**src/rtl/req_ack_responder_pkg.sv**
```systemverilog
// Shared types and constants for the request/acknowledge responder.
package req_ack_pkg;

  typedef enum logic [2:0] {
    IDLE,
    LAT,
    FULL_WAIT,
    ACK,
    REL
  } state_e;

  // Cycles from a request rise to acknowledge when the FIFO has room.
  localparam int REQ_ACK_LATENCY = 2;

  function automatic int level_w(input int depth);
    return $clog2(depth) + 1;
  endfunction

endpackage

```
**src/rtl/req_ack_responder_if.sv**
```systemverilog
// Initiator-side request/acknowledge signals plus the downstream valid/ready port.
interface req_ack_responder_if
  import req_ack_pkg::*;
#(
  parameter int DATA_W     = 8,
  parameter int FIFO_DEPTH = 4
) ();

  localparam int LVL_W = level_w(FIFO_DEPTH);

  logic              request;
  logic [DATA_W-1:0] data;
  logic              acknowledge;
  logic              out_valid;
  logic              out_ready;
  logic [DATA_W-1:0] out_data;
  logic [LVL_W-1:0]  fifo_level;
  logic              stall;
  logic              abort_pulse;

  modport master (
    output request, data, out_ready,
    input  acknowledge, out_valid, out_data, fifo_level, stall, abort_pulse
  );

  modport slave (
    input  request, data, out_ready,
    output acknowledge, out_valid, out_data, fifo_level, stall, abort_pulse
  );

endinterface

```
**src/rtl/req_ack_responder_sync_fifo.sv**
```systemverilog
// First-word-fall-through FIFO; head reads as zero while empty.
module sync_fifo #(
  parameter int DATA_W     = 8,
  parameter int FIFO_DEPTH = 4
) (
  input  logic                             clk,
  input  logic                             rst_n,
  input  logic                             push_i,
  input  logic [DATA_W-1:0]                push_data_i,
  input  logic                             pop_i,
  output logic                             valid_o,
  output logic [DATA_W-1:0]                head_o,
  output logic [$clog2(FIFO_DEPTH):0]      level_o,
  output logic                             full_o
);

  localparam int AW    = $clog2(FIFO_DEPTH);
  localparam int LVL_W = AW + 1;

  logic [DATA_W-1:0] mem [FIFO_DEPTH];
  logic [AW-1:0]     wr_ptr_q, rd_ptr_q;
  logic [LVL_W-1:0]  level_q, level_d;
  logic              push_ok, pop_ok;

  assign valid_o = (level_q != '0);
  assign full_o  = (level_q == LVL_W'(FIFO_DEPTH));
  assign pop_ok  = pop_i && valid_o;
  assign push_ok = push_i && (!full_o || pop_ok);
  assign head_o  = valid_o ? mem[rd_ptr_q] : '0;
  assign level_o = level_q;

  always_comb begin
    level_d = level_q;
    if (push_ok && !pop_ok) begin
      level_d = level_q + 1'b1;
    end else if (!push_ok && pop_ok) begin
      level_d = level_q - 1'b1;
    end
  end

  always_ff @(posedge clk or negedge rst_n) begin
    if (!rst_n) begin
      wr_ptr_q <= '0;
      rd_ptr_q <= '0;
      level_q  <= '0;
    end else begin
      if (push_ok) wr_ptr_q <= wr_ptr_q + 1'b1;
      if (pop_ok)  rd_ptr_q <= rd_ptr_q + 1'b1;
      level_q <= level_d;
    end
  end

  // Storage is left unreset; stale words stay hidden behind the level count.
  always_ff @(posedge clk) begin
    if (push_ok) mem[wr_ptr_q] <= push_data_i;
  end

endmodule

```
**src/rtl/req_ack_responder.sv**
```systemverilog
// Responder FSM: captures initiator data into the FIFO and acknowledges after a fixed latency.
module req_ack_responder
  import req_ack_pkg::*;
#(
  parameter int DATA_W       = 8,
  parameter int FIFO_DEPTH   = 4,
  parameter int ACK_MIN_HIGH = 2
) (
  input  logic                clk,
  input  logic                rst_n,
  req_ack_responder_if.slave  bus
);

  localparam int LVL_W  = level_w(FIFO_DEPTH);
  localparam int HOLD_W = $clog2(ACK_MIN_HIGH + 1);
  localparam logic [HOLD_W-1:0] HOLD_MAX = HOLD_W'(ACK_MIN_HIGH);

  state_e             state_q, state_d;
  logic               req_prev_q;
  logic               ack_q, ack_d;
  logic               abort_q, abort_d;
  logic [HOLD_W-1:0]  hold_q, hold_d;
  logic               push, pop, full, has_space, out_valid;
  logic [DATA_W-1:0]  head;
  logic [LVL_W-1:0]   level;

  sync_fifo #(
    .DATA_W     (DATA_W),
    .FIFO_DEPTH (FIFO_DEPTH)
  ) u_fifo (
    .clk         (clk),
    .rst_n       (rst_n),
    .push_i      (push),
    .push_data_i (bus.data),
    .pop_i       (pop),
    .valid_o     (out_valid),
    .head_o      (head),
    .level_o     (level),
    .full_o      (full)
  );

  assign pop       = out_valid && bus.out_ready;
  // A pop in the same cycle frees the slot the push is about to take.
  assign has_space = !full || pop;

  always_comb begin
    state_d = state_q;
    push    = 1'b0;
    abort_d = 1'b0;
    hold_d  = hold_q;
    unique case (state_q)
      IDLE: begin
        if (bus.request && !req_prev_q) state_d = LAT;
      end
      LAT, FULL_WAIT: begin
        if (!bus.request) begin
          state_d = IDLE;
          abort_d = 1'b1;
        end else if (has_space) begin
          push    = 1'b1;
          state_d = ACK;
          hold_d  = HOLD_W'(1);
        end else begin
          state_d = FULL_WAIT;
        end
      end
      ACK: begin
        if (!bus.request && hold_q >= HOLD_MAX) begin
          state_d = REL;
        end else if (hold_q < HOLD_MAX) begin
          hold_d = hold_q + 1'b1;
        end
      end
      REL:     state_d = IDLE;
      default: state_d = IDLE;
    endcase
    ack_d = (state_d == ACK);
  end

  always_ff @(posedge clk or negedge rst_n) begin
    if (!rst_n) begin
      state_q    <= IDLE;
      req_prev_q <= 1'b0;
      ack_q      <= 1'b0;
      abort_q    <= 1'b0;
      hold_q     <= '0;
    end else begin
      state_q    <= state_d;
      req_prev_q <= bus.request;
      ack_q      <= ack_d;
      abort_q    <= abort_d;
      hold_q     <= hold_d;
    end
  end

  assign bus.acknowledge = ack_q;
  assign bus.abort_pulse = abort_q;
  assign bus.stall       = (state_q == FULL_WAIT);
  assign bus.out_valid   = out_valid;
  assign bus.out_data    = head;
  assign bus.fifo_level  = level;

endmodule
```
**src/flat_wrapper.sv**
```systemverilog
// flat-port wrapper written by rule: the top's interface ports become plain ports
module req_ack_responder_flat import req_ack_pkg::*;
#(
  parameter int DATA_W       = 8,
  parameter int FIFO_DEPTH   = 4,
  parameter int ACK_MIN_HIGH = 2
)
  (clk, rst_n, bus_request, bus_data, bus_out_ready, bus_acknowledge, bus_out_valid, bus_out_data, bus_fifo_level, bus_stall, bus_abort_pulse);
  req_ack_responder_if #(.DATA_W(DATA_W), .FIFO_DEPTH(FIFO_DEPTH)) bus_i ();
  input  logic clk;
  input  logic rst_n;
  input wire logic [$bits(bus_i.request)-1:0] bus_request;
  input wire logic [$bits(bus_i.data)-1:0] bus_data;
  input wire logic [$bits(bus_i.out_ready)-1:0] bus_out_ready;
  output wire logic [$bits(bus_i.acknowledge)-1:0] bus_acknowledge;
  output wire logic [$bits(bus_i.out_valid)-1:0] bus_out_valid;
  output wire logic [$bits(bus_i.out_data)-1:0] bus_out_data;
  output wire logic [$bits(bus_i.fifo_level)-1:0] bus_fifo_level;
  output wire logic [$bits(bus_i.stall)-1:0] bus_stall;
  output wire logic [$bits(bus_i.abort_pulse)-1:0] bus_abort_pulse;
  assign bus_i.request = bus_request;
  assign bus_i.data = bus_data;
  assign bus_i.out_ready = bus_out_ready;
  assign bus_acknowledge = bus_i.acknowledge;
  assign bus_out_valid = bus_i.out_valid;
  assign bus_out_data = bus_i.out_data;
  assign bus_fifo_level = bus_i.fifo_level;
  assign bus_stall = bus_i.stall;
  assign bus_abort_pulse = bus_i.abort_pulse;
  req_ack_responder #(.DATA_W(DATA_W), .FIFO_DEPTH(FIFO_DEPTH), .ACK_MIN_HIGH(ACK_MIN_HIGH)) u_core (.clk(clk), .rst_n(rst_n), .bus(bus_i));
endmodule
```
**config.mk**
```make
export PLATFORM = sky130hd
export DESIGN_NAME = req_ack_responder_flat
export DESIGN_NICKNAME = d
export VERILOG_FILES = /design/src/rtl/req_ack_responder_pkg.sv /design/src/rtl/req_ack_responder_if.sv /design/src/rtl/req_ack_responder_sync_fifo.sv /design/src/rtl/req_ack_responder.sv /design/src/flat_wrapper.sv
export SDC_FILE = /design/constraint.sdc
export NUM_CORES = 1
export LEC_CHECK = 0
export ABC_AREA = 1
export CAP_MARGIN = 10
export CORE_MARGIN = 2
export CORE_UTILIZATION = 49
export DETAILED_ROUTE_END_ITERATION = 8
export PLACE_DENSITY = 0.74
export SLEW_MARGIN = 20
export SYNTH_ARGS = -nofsm -noshare
export SYNTH_HDL_FRONTEND = slang
export SYNTH_SLANG_ARGS = --single-unit
```
**constraint.sdc**
```tcl
create_clock -name clk -period 1.95 [get_ports clk]
set_input_delay 0.195 -clock clk [delete_from_list [all_inputs] [get_ports clk]]
set_output_delay 0.195 -clock clk [all_outputs]
set_load 0.05 [all_outputs]
```
==> run_results.csv <==
group,metric,value,unit
pwr,vdd_drop_max,1.11,mV
yosys,synthSimpleGateAreaFrac,16.7,%
yosys,synthXorXnorAreaFrac,2.02,%
die,die_w,69.6,um
yosys,netlist_area,2110,sq um
timing,setup_ws,0.0715,ns
yosys,synth_nets,207,
timing,layout_min_cycle_time,1.88,ns
yosys,synth.area.top_cells,"edfxtp_1 46%, dfrtp_1 18%, nor2_1 6.8%, ha_1 3.6%, inv_1 3.2%",
detailed_routing,drcViolationCount,0,
die,io_pins,27,
timing,tightest_slew,0.499,ns
layout,final_nets,250,
pwr,power_leakage,1.14,nW
grt,grtUsageTotal,17.3,%
die,start_util,52.0,%
worst_setup_path,path_class,"flop to flop",
timing,max_freq,532,MHz
yosys,synth_common_cells,"38 x nor2_1, 32 x edfxtp_1, 18 x inv_1",
detailed_routing,drt-vias-per-instance,4.97,
worst_setup_path,arrival,2.07,ns
yosys,synth_top_family_by_area,"simple AND/OR/NAND/NOR gates",
detailed_routing,drtIter0Drc,90,
detailed_routing,wl_met2,1900,um
layout,seqCellArea,1340,sq um
grt,grt_pass1_vias,1456,
yosys,synth_cell_type_count,28,
yosys,synth-adder-area-share,4.51,%
placement,gp_congestion,0.763,
clock_tree,cts_sinks,47,
detailed_routing,wl,3680,um
clock_tree,clockBufferDepth,2,
detailed_routing,routedWlPerCell,13.0,um
layout,area_delta_synth_final,31.8,%
yosys,synth_ff_type,"edfxtp_1",
yosys,seq_area_frac_synth,63.4,%
die,die_area,4840,sq um
timing,rsz0062_at_grt,"false",
timing,setup-violations-final,0,
detailed_routing,vias,1401,
detailed_routing,met3_length,172,um
clock_tree,hold_buffers,0,
clock_tree,cts_made_buffers,5,
detailed_routing,drt-pass1-iter-count,4,
die,core,4060,sq um
clock_tree,cts_tree,"yes",
yosys,synth_compound_area_share,7.54,%
layout,multiInputGateArea,696,sq um
worst_setup_path,crit_path_max_fanout,4,
flow_run,maxCapViolations,0,
detailed_routing,ant_nets,0,
yosys,yosys_warnings,0,
placement,dpl.hpwl,2580,um
layout,drive_gt1_share,27.2,%
die,fp.dieH,69.6,um
yosys,syn-mean-instance-area,11.2,sq um
clock_tree,htree_levels,2,
pwr,power.density,1880,nW/um^2
worst_setup_path,cp.required,2.14,ns
yosys,synth_edf_count,32,
layout,fillerInstances,295,
status,outcome,"completed",
yosys,syn_inst,188,
timing,relSlewSlack,66.6,%
detailed_routing,highest_layer,"met4",
yosys,synth_most_common_cell,"nor2_1",
grt,antenna_found_initial,0,
yosys,synth_largest_area_cell,"edfxtp_1",
die,placementRows,23,
clock_tree,root_buffer,"clkbuf_8",
clock_tree,insertion_delay,0.30,ns
timing,skew,0.00645,ns
min_path,hold_class,"input port to asynchronous set/reset pin",
pwr,power.total,5.23,mW
timing,finalMaxSlewViolations,0,
yosys,synth_top_area_share,45.6,%
worst_setup_path,start_kind,"flop",
yosys,synth_seq_cells,47,
timing,period_share,96.3,%
placement,io_buffers,26,
yosys,synthMuxAreaShare,0.534,%
grt,grt-ovfl-total,0,
clock_tree,clkTransAtPathRegs,0.09,ns
placement,pre_cts_slack,-0.0284,ns
yosys,async_flop_share,31.9,%
detailed_routing,met1Wirelength,1540,um
layout,antenna_cells,0,
grt,grt_max_degree,18,
grt,grt_pass1_wl,6410,um
timing,hold_viol,0,
worst_setup_path,end_kind,"flop",
[cells by family after synthesis]
group,Yosys count
mux,1
compound gates,31
xor+xnor,4
fa+ha+maj,7
buf+inv,25
flops,47
simple gates,73
[power by group]
part | total [mW] | internal (mW) | switching (mW)
combinational | 3.01 | 1.25 | 1.76
sequential | 1.50 | 1.33 | 0.170
clock | 0.708 | 0.386 | 0.322
total | 5.23 | 2.97 | 2.25
[cells in the final DEF (no fill, tap or decap), types with 7 or more instances in the layout]
cell type,count
nor2_2,7
nand2_1,12
o21ai_0,11
clkdlybuf4s50_1,16
inv_1,17
a21oi_1,9
dfrtp_1,11
buf_12,11
edfxtp_1,32
buf_4,12
nor2_1,38
o21ai_1,9
[layer usage]
| layer | track usage, % | vias up |
|---|---|---|
| met2 | 30.6 | 37 |
| li1 | - | 702 |
| met5 | 0 | - |
| met1 | 19.5 | 654 |
| met3 | 4.36 | 8 |
| met4 | 8.28 | 0 |
[final cells by class]
cell class	count	share of cell area, %
flip-flops and latches	47	48.3
inverters	21	2.93
well taps	50	2.25
multi-input cells	116	25.0
repair buffers	40	17.4
clock buffers	5	2.48
clock inverters	3	1.67
[final timing paths]
check / slack (ns) / cells after the start / to / startpoint
setup reg to reg: 0.07 / 8 / u_core.u_fifo.level_o[1]$_DFFE_PN0P_ / u_core.u_fifo.level_o[1]$_DFFE_PN0P_
setup / recovery: 0.07 / 8 / u_core.u_fifo.level_o[1]$_DFFE_PN0P_ / u_core.u_fifo.level_o[1]$_DFFE_PN0P_
min in group clk: 0.45 / 1 / u_core.req_prev_q$_DFF_PN0_ / bus_request
hold / removal: 0.20 / 2 / u_core.u_fifo.level_o[0]$_DFFE_PN0P_ / rst_n
hold reg to reg: 0.50 / 2 / u_core.hold_q[0]$_DFFE_PN0P_ / u_core.hold_q[0]$_DFFE_PN0P_
max in group asynchronous: 1.56 / 2 / u_core.u_fifo.rd_ptr_q[0]$_DFFE_PN0P_ / rst_n
[critical path, cell delays in order (launching register included)]
cell     delay [ns]
dfrtp_2        0.46
nor2_4         0.17
nand3_2        0.10
nand2_2        0.12
nor2_8         0.04
ha_4           0.15
inv_2          0.05
fa_2           0.41
mux2_2         0.26
[what timing repair did]
action	in CTS	in global routing
buffers inserted	0	2
resized for setup	1	1
setup endpoints to repair	5	5
[per-stage QoR]
| stage | instances | hold slack (ns) | utilization (%) | setup TNS [ns] | instance area (sq um) |
|---|---|---|---|---|---|
| finish | 282 | 0.197 | 68.5 | 0 | 2780 |
| global route | 282 | 0.204 | 68.5 | 0 | 2780 |
| CTS | 280 | 0.189 | 68.1 | 0 | 2760 |
| detailed placement | 272 | 0.482 | 65.2 | -0.0284 | 2650 |
| global placement | 272 | 0.481 | 65.2 | 0 | 2650 |
| floorplan | 188 | -0.101 | - | -0.222 | 2150 |
[sequential cells by signal, summed over array words and instances, names as in the netlist]
signal and cells:
u_core.u_fifo.mem 32, u_core.state_q 3, u_core.u_fifo.level_o 3, u_core.hold_q 2, u_core.u_fifo.rd_ptr_q 2, u_core.u_fifo.wr_ptr_q 2
u_core.bus.abort_pulse 1, u_core.bus.acknowledge 1, u_core.req_prev_q 1
Note: power is estimated with default switching activity, not from simulation.
